===== src/rtl/lif_pkg.sv =====
// Shared FSM type, defaults and saturating add for the LIF neuron array.
// Optional feature macro: ADAPTIVE_THRESH_EN (per-neuron threshold offsets).
package lif_pkg;

  typedef enum logic {
    RUN,
    CLEAR
  } lif_state_e;

  localparam int unsigned LIF_WIDTH       = 8;
  localparam int unsigned LIF_NUM_NEURONS = 4;
  localparam int unsigned LIF_LEAK_SHIFT  = 2;
  localparam int unsigned LIF_REFRACTORY  = 2;

  // Unsigned add clamped to the all-ones value of a w-bit word.
  function automatic logic [31:0] sat_add(
    input logic [31:0] a,
    input logic [31:0] b,
    input int unsigned w
  );
    logic [32:0] s;
    logic [31:0] mx;
    if (w >= 32) mx = '1;
    else mx = (32'd1 << w) - 32'd1;
    s = {1'b0, a} + {1'b0, b};
    return (s > {1'b0, mx}) ? mx : s[31:0];
  endfunction

endpackage


===== src/rtl/lif_core.sv =====
// Combinational leaky integrate-and-fire update for one neuron.
// Optional macro ADAPTIVE_THRESH_EN only changes what drives offset.
module lif_core
  import lif_pkg::*;
#(
  parameter int unsigned WIDTH      = LIF_WIDTH,
  parameter int unsigned LEAK_SHIFT = LIF_LEAK_SHIFT,
  parameter int unsigned REFRACTORY = LIF_REFRACTORY,
  parameter int unsigned REF_W      = 2
) (
  input  logic [WIDTH-1:0] state,
  input  logic [REF_W-1:0] ref_cnt,
  input  logic [WIDTH-1:0] current,
  input  logic [WIDTH-1:0] threshold,
  input  logic [WIDTH-1:0] offset,
  output logic [WIDTH-1:0] next_state,
  output logic [REF_W-1:0] next_ref,
  output logic [WIDTH-1:0] v,
  output logic             spike
);

  logic [WIDTH-1:0] leaked;
  logic [31:0]      sum;
  logic [31:0]      eff_th;

  assign leaked = state - (state >> LEAK_SHIFT);
  assign sum    = sat_add(32'(leaked), 32'(current), WIDTH);
  assign eff_th = sat_add(32'(threshold), 32'(offset), WIDTH);

  always_comb begin
    next_state = state;
    next_ref   = ref_cnt;
    v          = '0;
    spike      = 1'b0;
    if (ref_cnt != '0) begin
      next_ref   = ref_cnt - REF_W'(1);
      next_state = '0;
    end else begin
      v          = sum[WIDTH-1:0];
      spike      = (sum >= eff_th);
      next_state = spike ? '0 : v;
      next_ref   = spike ? REF_W'(REFRACTORY) : '0;
    end
  end

endmodule


===== src/rtl/lif_array.sv =====
// Time-multiplexed LIF neuron array: round-robin updates, sweep spike vector.
// Optional macro ADAPTIVE_THRESH_EN adds per-neuron adaptive threshold offsets.
module lif_array
  import lif_pkg::*;
#(
  parameter int unsigned WIDTH       = LIF_WIDTH,
  parameter int unsigned NUM_NEURONS = LIF_NUM_NEURONS,
  parameter int unsigned LEAK_SHIFT  = LIF_LEAK_SHIFT,
  parameter int unsigned REFRACTORY  = LIF_REFRACTORY
) (
  input  logic                           clk,
  input  logic                           reset_n,
  input  logic [WIDTH-1:0]               threshold,
  input  logic                           clear,
  input  logic                           in_valid,
  output logic                           in_ready,
  input  logic [WIDTH-1:0]               current,
  output logic [WIDTH-1:0]               state_out,
  output logic [$clog2(NUM_NEURONS)-1:0] state_idx,
  output logic                           spike_out,
  output logic [NUM_NEURONS-1:0]         spikes,
  output logic                           spikes_valid
);

  localparam int unsigned PW    = $clog2(NUM_NEURONS);
  localparam int unsigned REF_W =
    (REFRACTORY == 0) ? 1 : $clog2(REFRACTORY + 1);
  localparam logic [PW-1:0] LAST = PW'(NUM_NEURONS - 1);

  lif_state_e fsm_q, fsm_d;

  logic [PW-1:0]          ptr_q;
  logic [WIDTH-1:0]       state_q [NUM_NEURONS];
  logic [REF_W-1:0]       ref_q   [NUM_NEURONS];
  logic [NUM_NEURONS-1:0] acc_q;
  logic [NUM_NEURONS-1:0] acc_hit;

  logic [WIDTH-1:0] cur_off;
  logic [WIDTH-1:0] nxt_state;
  logic [REF_W-1:0] nxt_ref;
  logic [WIDTH-1:0] v;
  logic             spike;
  logic             beat;
  logic             last;

  assign beat      = in_valid && in_ready;
  assign last      = (ptr_q == LAST);
  assign state_idx = ptr_q;
  assign acc_hit   = acc_q | (NUM_NEURONS'(spike) << ptr_q);

  lif_core #(
    .WIDTH      (WIDTH),
    .LEAK_SHIFT (LEAK_SHIFT),
    .REFRACTORY (REFRACTORY),
    .REF_W      (REF_W)
  ) u_core (
    .state      (state_q[ptr_q]),
    .ref_cnt    (ref_q[ptr_q]),
    .current    (current),
    .threshold  (threshold),
    .offset     (cur_off),
    .next_state (nxt_state),
    .next_ref   (nxt_ref),
    .v          (v),
    .spike      (spike)
  );

  always_comb begin
    fsm_d    = fsm_q;
    in_ready = 1'b0;
    unique case (fsm_q)
      RUN: begin
        in_ready = !clear;
        if (clear) fsm_d = CLEAR;
      end
      CLEAR: begin
        if (last) fsm_d = RUN;
      end
      default: fsm_d = RUN;
    endcase
  end

  always_ff @(posedge clk or negedge reset_n) begin
    if (!reset_n) begin
      fsm_q        <= RUN;
      ptr_q        <= '0;
      acc_q        <= '0;
      state_out    <= '0;
      spike_out    <= 1'b0;
      spikes       <= '0;
      spikes_valid <= 1'b0;
      for (int i = 0; i < NUM_NEURONS; i++) begin
        state_q[i] <= '0;
        ref_q[i]   <= '0;
      end
    end else begin
      fsm_q        <= fsm_d;
      spike_out    <= 1'b0;
      spikes_valid <= 1'b0;
      if (fsm_q == CLEAR) begin
        state_q[ptr_q] <= '0;
        ref_q[ptr_q]   <= '0;
        ptr_q          <= last ? '0 : ptr_q + PW'(1);
      end else if (clear) begin
        // abandon the partial sweep; the walk starts at neuron 0
        ptr_q <= '0;
        acc_q <= '0;
      end else if (beat) begin
        state_q[ptr_q] <= nxt_state;
        ref_q[ptr_q]   <= nxt_ref;
        state_out      <= v;
        spike_out      <= spike;
        ptr_q          <= last ? '0 : ptr_q + PW'(1);
        if (last) begin
          spikes       <= acc_hit;
          spikes_valid <= 1'b1;
          acc_q        <= '0;
        end else begin
          acc_q <= acc_hit;
        end
      end
    end
  end

`ifdef ADAPTIVE_THRESH_EN
  localparam logic [WIDTH-1:0] OFF_STEP = WIDTH'(1) << (WIDTH - 4);

  logic [WIDTH-1:0] off_q [NUM_NEURONS];
  logic [WIDTH-1:0] nxt_off;
  logic [31:0]      off_inc;

  assign cur_off = off_q[ptr_q];
  assign off_inc = sat_add(32'(cur_off), 32'(OFF_STEP), WIDTH);

  always_comb begin
    nxt_off = cur_off;
    if (spike) nxt_off = off_inc[WIDTH-1:0];
    else if (ref_q[ptr_q] == '0 && cur_off != '0)
      nxt_off = cur_off - WIDTH'(1);
  end

  always_ff @(posedge clk or negedge reset_n) begin
    if (!reset_n) begin
      for (int i = 0; i < NUM_NEURONS; i++) off_q[i] <= '0;
    end else if (fsm_q == CLEAR) begin
      off_q[ptr_q] <= '0;
    end else if (beat) begin
      off_q[ptr_q] <= nxt_off;
    end
  end
`else
  assign cur_off = '0;
`endif

endmodule


===== config.mk =====
export PLATFORM = sky130hd
export DESIGN_NAME = lif_array
export DESIGN_NICKNAME = d
export VERILOG_FILES = /design/src/rtl/lif_pkg.sv /design/src/rtl/lif_core.sv /design/src/rtl/lif_array.sv
export SDC_FILE = /design/constraint.sdc
export NUM_CORES = 1
export LEC_CHECK = 0
export ABC_AREA = 1
export ABC_CLOCK_PERIOD_IN_PS = 12200
export CAP_MARGIN = 20
export CORE_MARGIN = 2
export CORE_UTILIZATION = 47
export CTS_CLUSTER_SIZE = 28
export DETAILED_ROUTE_END_ITERATION = 6
export GPL_ROUTABILITY_DRIVEN = 0
export PLACE_DENSITY = 0.68
export SKIP_LAST_GASP = 1
export SYNTH_ARGS = -nofsm -noshare
export SYNTH_HDL_FRONTEND = slang
export SYNTH_SLANG_ARGS = --single-unit

===== constraint.sdc =====
create_clock -name clk -period 12.2 [get_ports clk]
set_input_delay 1.22 -clock clk [delete_from_list [all_inputs] [get_ports clk]]
set_output_delay 1.22 -clock clk [all_outputs]
set_load 0.005 [all_outputs]

==> impl_summary.md <==
Drt
The first TritonRoute pass finished after 5 iterations. Summed over all layers, the routed wires come to 9.959 mm. The detail route stage leaves a number of antenna-violating nets equal to 0. The average wire per standard cell is 15.04 um. The average via count per standard cell is 5.347. The first routing iteration left 196 violations.

After detailed routing, the number of remaining DRC violations is 0. Summing over every cut layer, the via total after detailed routing is 3540.

STA
Of the available clock period, the critical path in the final layout requires 48.03%. Counting I/O delays and the setup requirement, the final critical path takes 5.860 ns. The final-report max-slew violation count is 0. The final-layout setup total negative slack is 0 ns. The max-slew headroom at the worst pin is 29.06%.

The number of setup violations in the final report is 0. The fmax is 170.7 MHz. The worst clock skew is 0.007831 ns. The final hold violation count was 0. Setup repair after global routing left no endpoint under its margin. At the pin with the least slew margin, the transition time is 1.064 ns.

Clocking
In this run the clock root is driven by a sky130_fd_sc_hd__clkbuf_8. The number of CTS-inserted buffers is 9. The clock tree from TritonCTS is yes. The buffer count from post-CTS setup fixing is 0. After clock tree synthesis, the repair step resized 0 gates. The clock tree synthesis step divided the H-tree into 3 levels. For the worst-skew pair, the clock arrives at the later sink with an insertion delay of 0.34 ns. The count of hold buffers inserted by post-cts repair is 0. The number of sinks driven by the clock tree is 61.

Clock-pin slew was measured on the worst setup and hold paths at 0.07 ns. The maximum count of clock buffers along a single path is 2.

Yosys
The flop and latch count out of synthesis is 61. sky130_fd_sc_hd__dfrtp_1 takes more of the synthesized area than any other cell. After synthesis, flip-flops and latches occupy 39.14% of the total area. The top cell type by area accounts for 39.14% of the synthesized area.

Counting distinct cell types in the post-synthesis netlist gives 35. The synthesized area per cell is 7.558 um^2. By area the synthesized netlist is led by sky130_fd_sc_hd__dfrtp_1 39%, sky130_fd_sc_hd__nand2_1 16%, sky130_fd_sc_hd__ha_1 8.3%. The summed instance area of the synthesized netlist is 3900 um^2. During synthesis, Yosys emitted a total of 0 warnings. Synthesis produced a netlist with a net count of 564. The synthesized instance count is 516.

GRT
The initial antenna violation count is 0. The global-route wire length before repair is 16.30 mm. The total routing resource utilization after global routing is 23.66%. Summed over all layers, the global routing overflow is 0. The via count of the first global-routing pass came to 3456. Entering global routing, the biggest net connects 62 pins.

Critical path
The category of the critical setup timing path is reg -> reg. The worst endpoint required time is 12.48 ns. The end of the worst register-to-register path is ref_q[3]$_DFFE_PN0P_. In this design, the critical path's most frequently occurring cell is sky130_fd_sc_hd__nand2_1. For the worst flop-to-flop path, the logic depth is 25. The standard cell with the maximum stage delay on the critical path is sky130_fd_sc_hd__dfrtp_1.

The startpoint class of the critical path is a flip-flop. The delay contributed by the slowest stage of the critical path is 1.05 ns. The beginning of the worst register-to-register path is state_idx[0]$_DFFE_PN0P_.

Together, buffers and inverters on the worst path number 3. STA puts the critical path data arrival time at 6.14 ns. Among cell families on the critical path, the largest total delay comes from simple AND/OR/NAND/NOR gates. In this run the worst path has a maximum fanout of 31. The worst register-to-register path has a setup slack of 6.34 ns. The kind of end point of the critical path is a flip-flop.

Run
The number of max-cap violations is 0.

Finish
The final net count is 600. The number of antenna diodes in the final layout is 0. The library cell used most frequently in the layout, excluding fill and tap cells, is sky130_fd_sc_hd__nand2_1.

The library cells used most frequently in the layout, excluding fill and tap cells, are 165 x sky130_fd_sc_hd__nand2_1, 70 x sky130_fd_sc_hd__inv_1, 61 x sky130_fd_sc_hd__dfrtp_1. From synthesis to final layout, the design area changed by 14.66%. Of the cells placed in the final design, the portion with a size suffix greater than 1 is 7.540%. The number of inserted filler cells in the final layout is 779.

Placement
The HPWL after detailed placement is 7.445 mm. Port buffering added 36 buffers.

Floorplan
Measured along the x axis, the die boundary spans 95.09 um. The height of the die is 95.09 um. The die outline area is 9042 um^2.

For this configuration, the core starts out at a cell density of 47.95%. The total core area is 8134 um^2. The row count is 33. The I/O pin count is 37.

Worst hold path
The path with the worst hold slack has its endpoint at state_q[10]$_DFFE_PN0P_. The worst hold path was traced through 2 stages. The class of the tightest hold or removal check is reg -> reg. In this run the most critical hold path is launched from state_q[10]$_DFFE_PN0P_.

Run status
The run finished with clean final reports.
==> registers in the layout (all words and copies together) (netlist names) <==
name          count
ref_q             8
state_out         8
spikes_valid      1
fsm_q             1
state_idx         2
acc_q             4
spikes            4
spike_out         1
state_q          32
==> cells by family after synthesis <==
group	Yosys count	synth area share, %
buffers and inverters	89	9.496
XOR/XNOR	8	1.797
adder cells (fa/ha/maj)	28	9.368
AO/OA/AOI/OAI	70	10.81
flip-flops	61	39.14
AND/OR/NAND/NOR	260	29.39
==> how the worst max path moves through the flow <==
stage,startpoint,to,cells past startpoint
6_report,state_idx[0]$_DFFE_PN0P_,ref_q[3]$_DFFE_PN0P_,25
5_1_grt,state_idx[0]$_DFFE_PN0P_,ref_q[5]$_DFFE_PN0P_,25
4_1_cts,state_idx[0]$_DFFE_PN0P_,ref_q[7]$_DFFE_PN0P_,25
3_5_place_dp,state_idx[0]$_DFFE_PN0P_,state_q[2]$_DFFE_PN0P_,25
3_3_place_gp,state_idx[0]$_DFFE_PN0P_,state_q[5]$_DFFE_PN0P_,23
2_1_floorplan,state_idx[1]$_DFFE_PN0P_,state_q[2]$_DFFE_PN0P_,28
==> metrics by stage <==
stage | instance area, um^2 | instances | worst slack [ns] | hold WS [ns] | utilization [%]
6_report | 4472 | 662 | 6.340 | 0.4802 | 54.98
5_1_grt | 4472 | 662 | 5.633 | 0.5010 | 54.98
4_1_cts | 4472 | 662 | 6.417 | 0.4835 | 54.98
3_5_place_dp | 4313 | 646 | 6.473 | 0.4662 | 53.02
3_3_place_gp | 4313 | 646 | 6.705 | 0.4613 | 53.02
2_1_floorplan | 3900 | 516 | 7.500 | 0.4437 | -
==> tightest hold or removal path: cells and delay by family (launching register included) <==
family	cells	cell delay, ns
and+or+nand+nor	2	0.12
DFF	1	0.34
==> cell usage after synthesis (all sizes together) <==
library cell,n
o21bai,1
o211ai,1
a32o,1
o21ai,25
dfrtp,61
a21oi,22
xnor2,5
clkbuf,1
ha,26
a32oi,5
nand3,26
or2,1
nand4,20
clkinv,2
o22ai,4
inv,75
fa,2
buf,11
a21o,2
nor2,41
nand2,172
a21boi,4
xor2,3
a22o,5
==> final cells by class <==
| type | count | area (um^2) | share of cell area, % |
|---|---|---|---|
| clock buffer | 11 | 131.4 | 2.938 |
| clock inverter | 5 | 27.53 | 0.6156 |
| inverter | 77 | 289.0 | 6.463 |
| multi-input combinational | 366 | 2003 | 44.80 |
| sequential | 61 | 1526 | 34.14 |
| tap | 105 | 131.4 | 2.938 |
| timing repair buffer | 37 | 362.8 | 8.114 |
==> layer usage <==
| layer | track usage [%] | routed length, um | up-vias | part of all wire (%) |
|---|---|---|---|---|
| li1 | - | - | 1732 | - |
| met1 | 30.57 | 4283 | 1693 | 43 |
| met2 | 40.02 | 4894 | 95 | 49 |
| met3 | 3.557 | 572 | 20 | 5.7 |
| met4 | 9.058 | 208 | 0 | 2.1 |
| met5 | 0 | 0 | - | 0 |
Power is not shown: default switching activity piles up to over one toggle a cycle in this logic, so the estimate is an artifact.
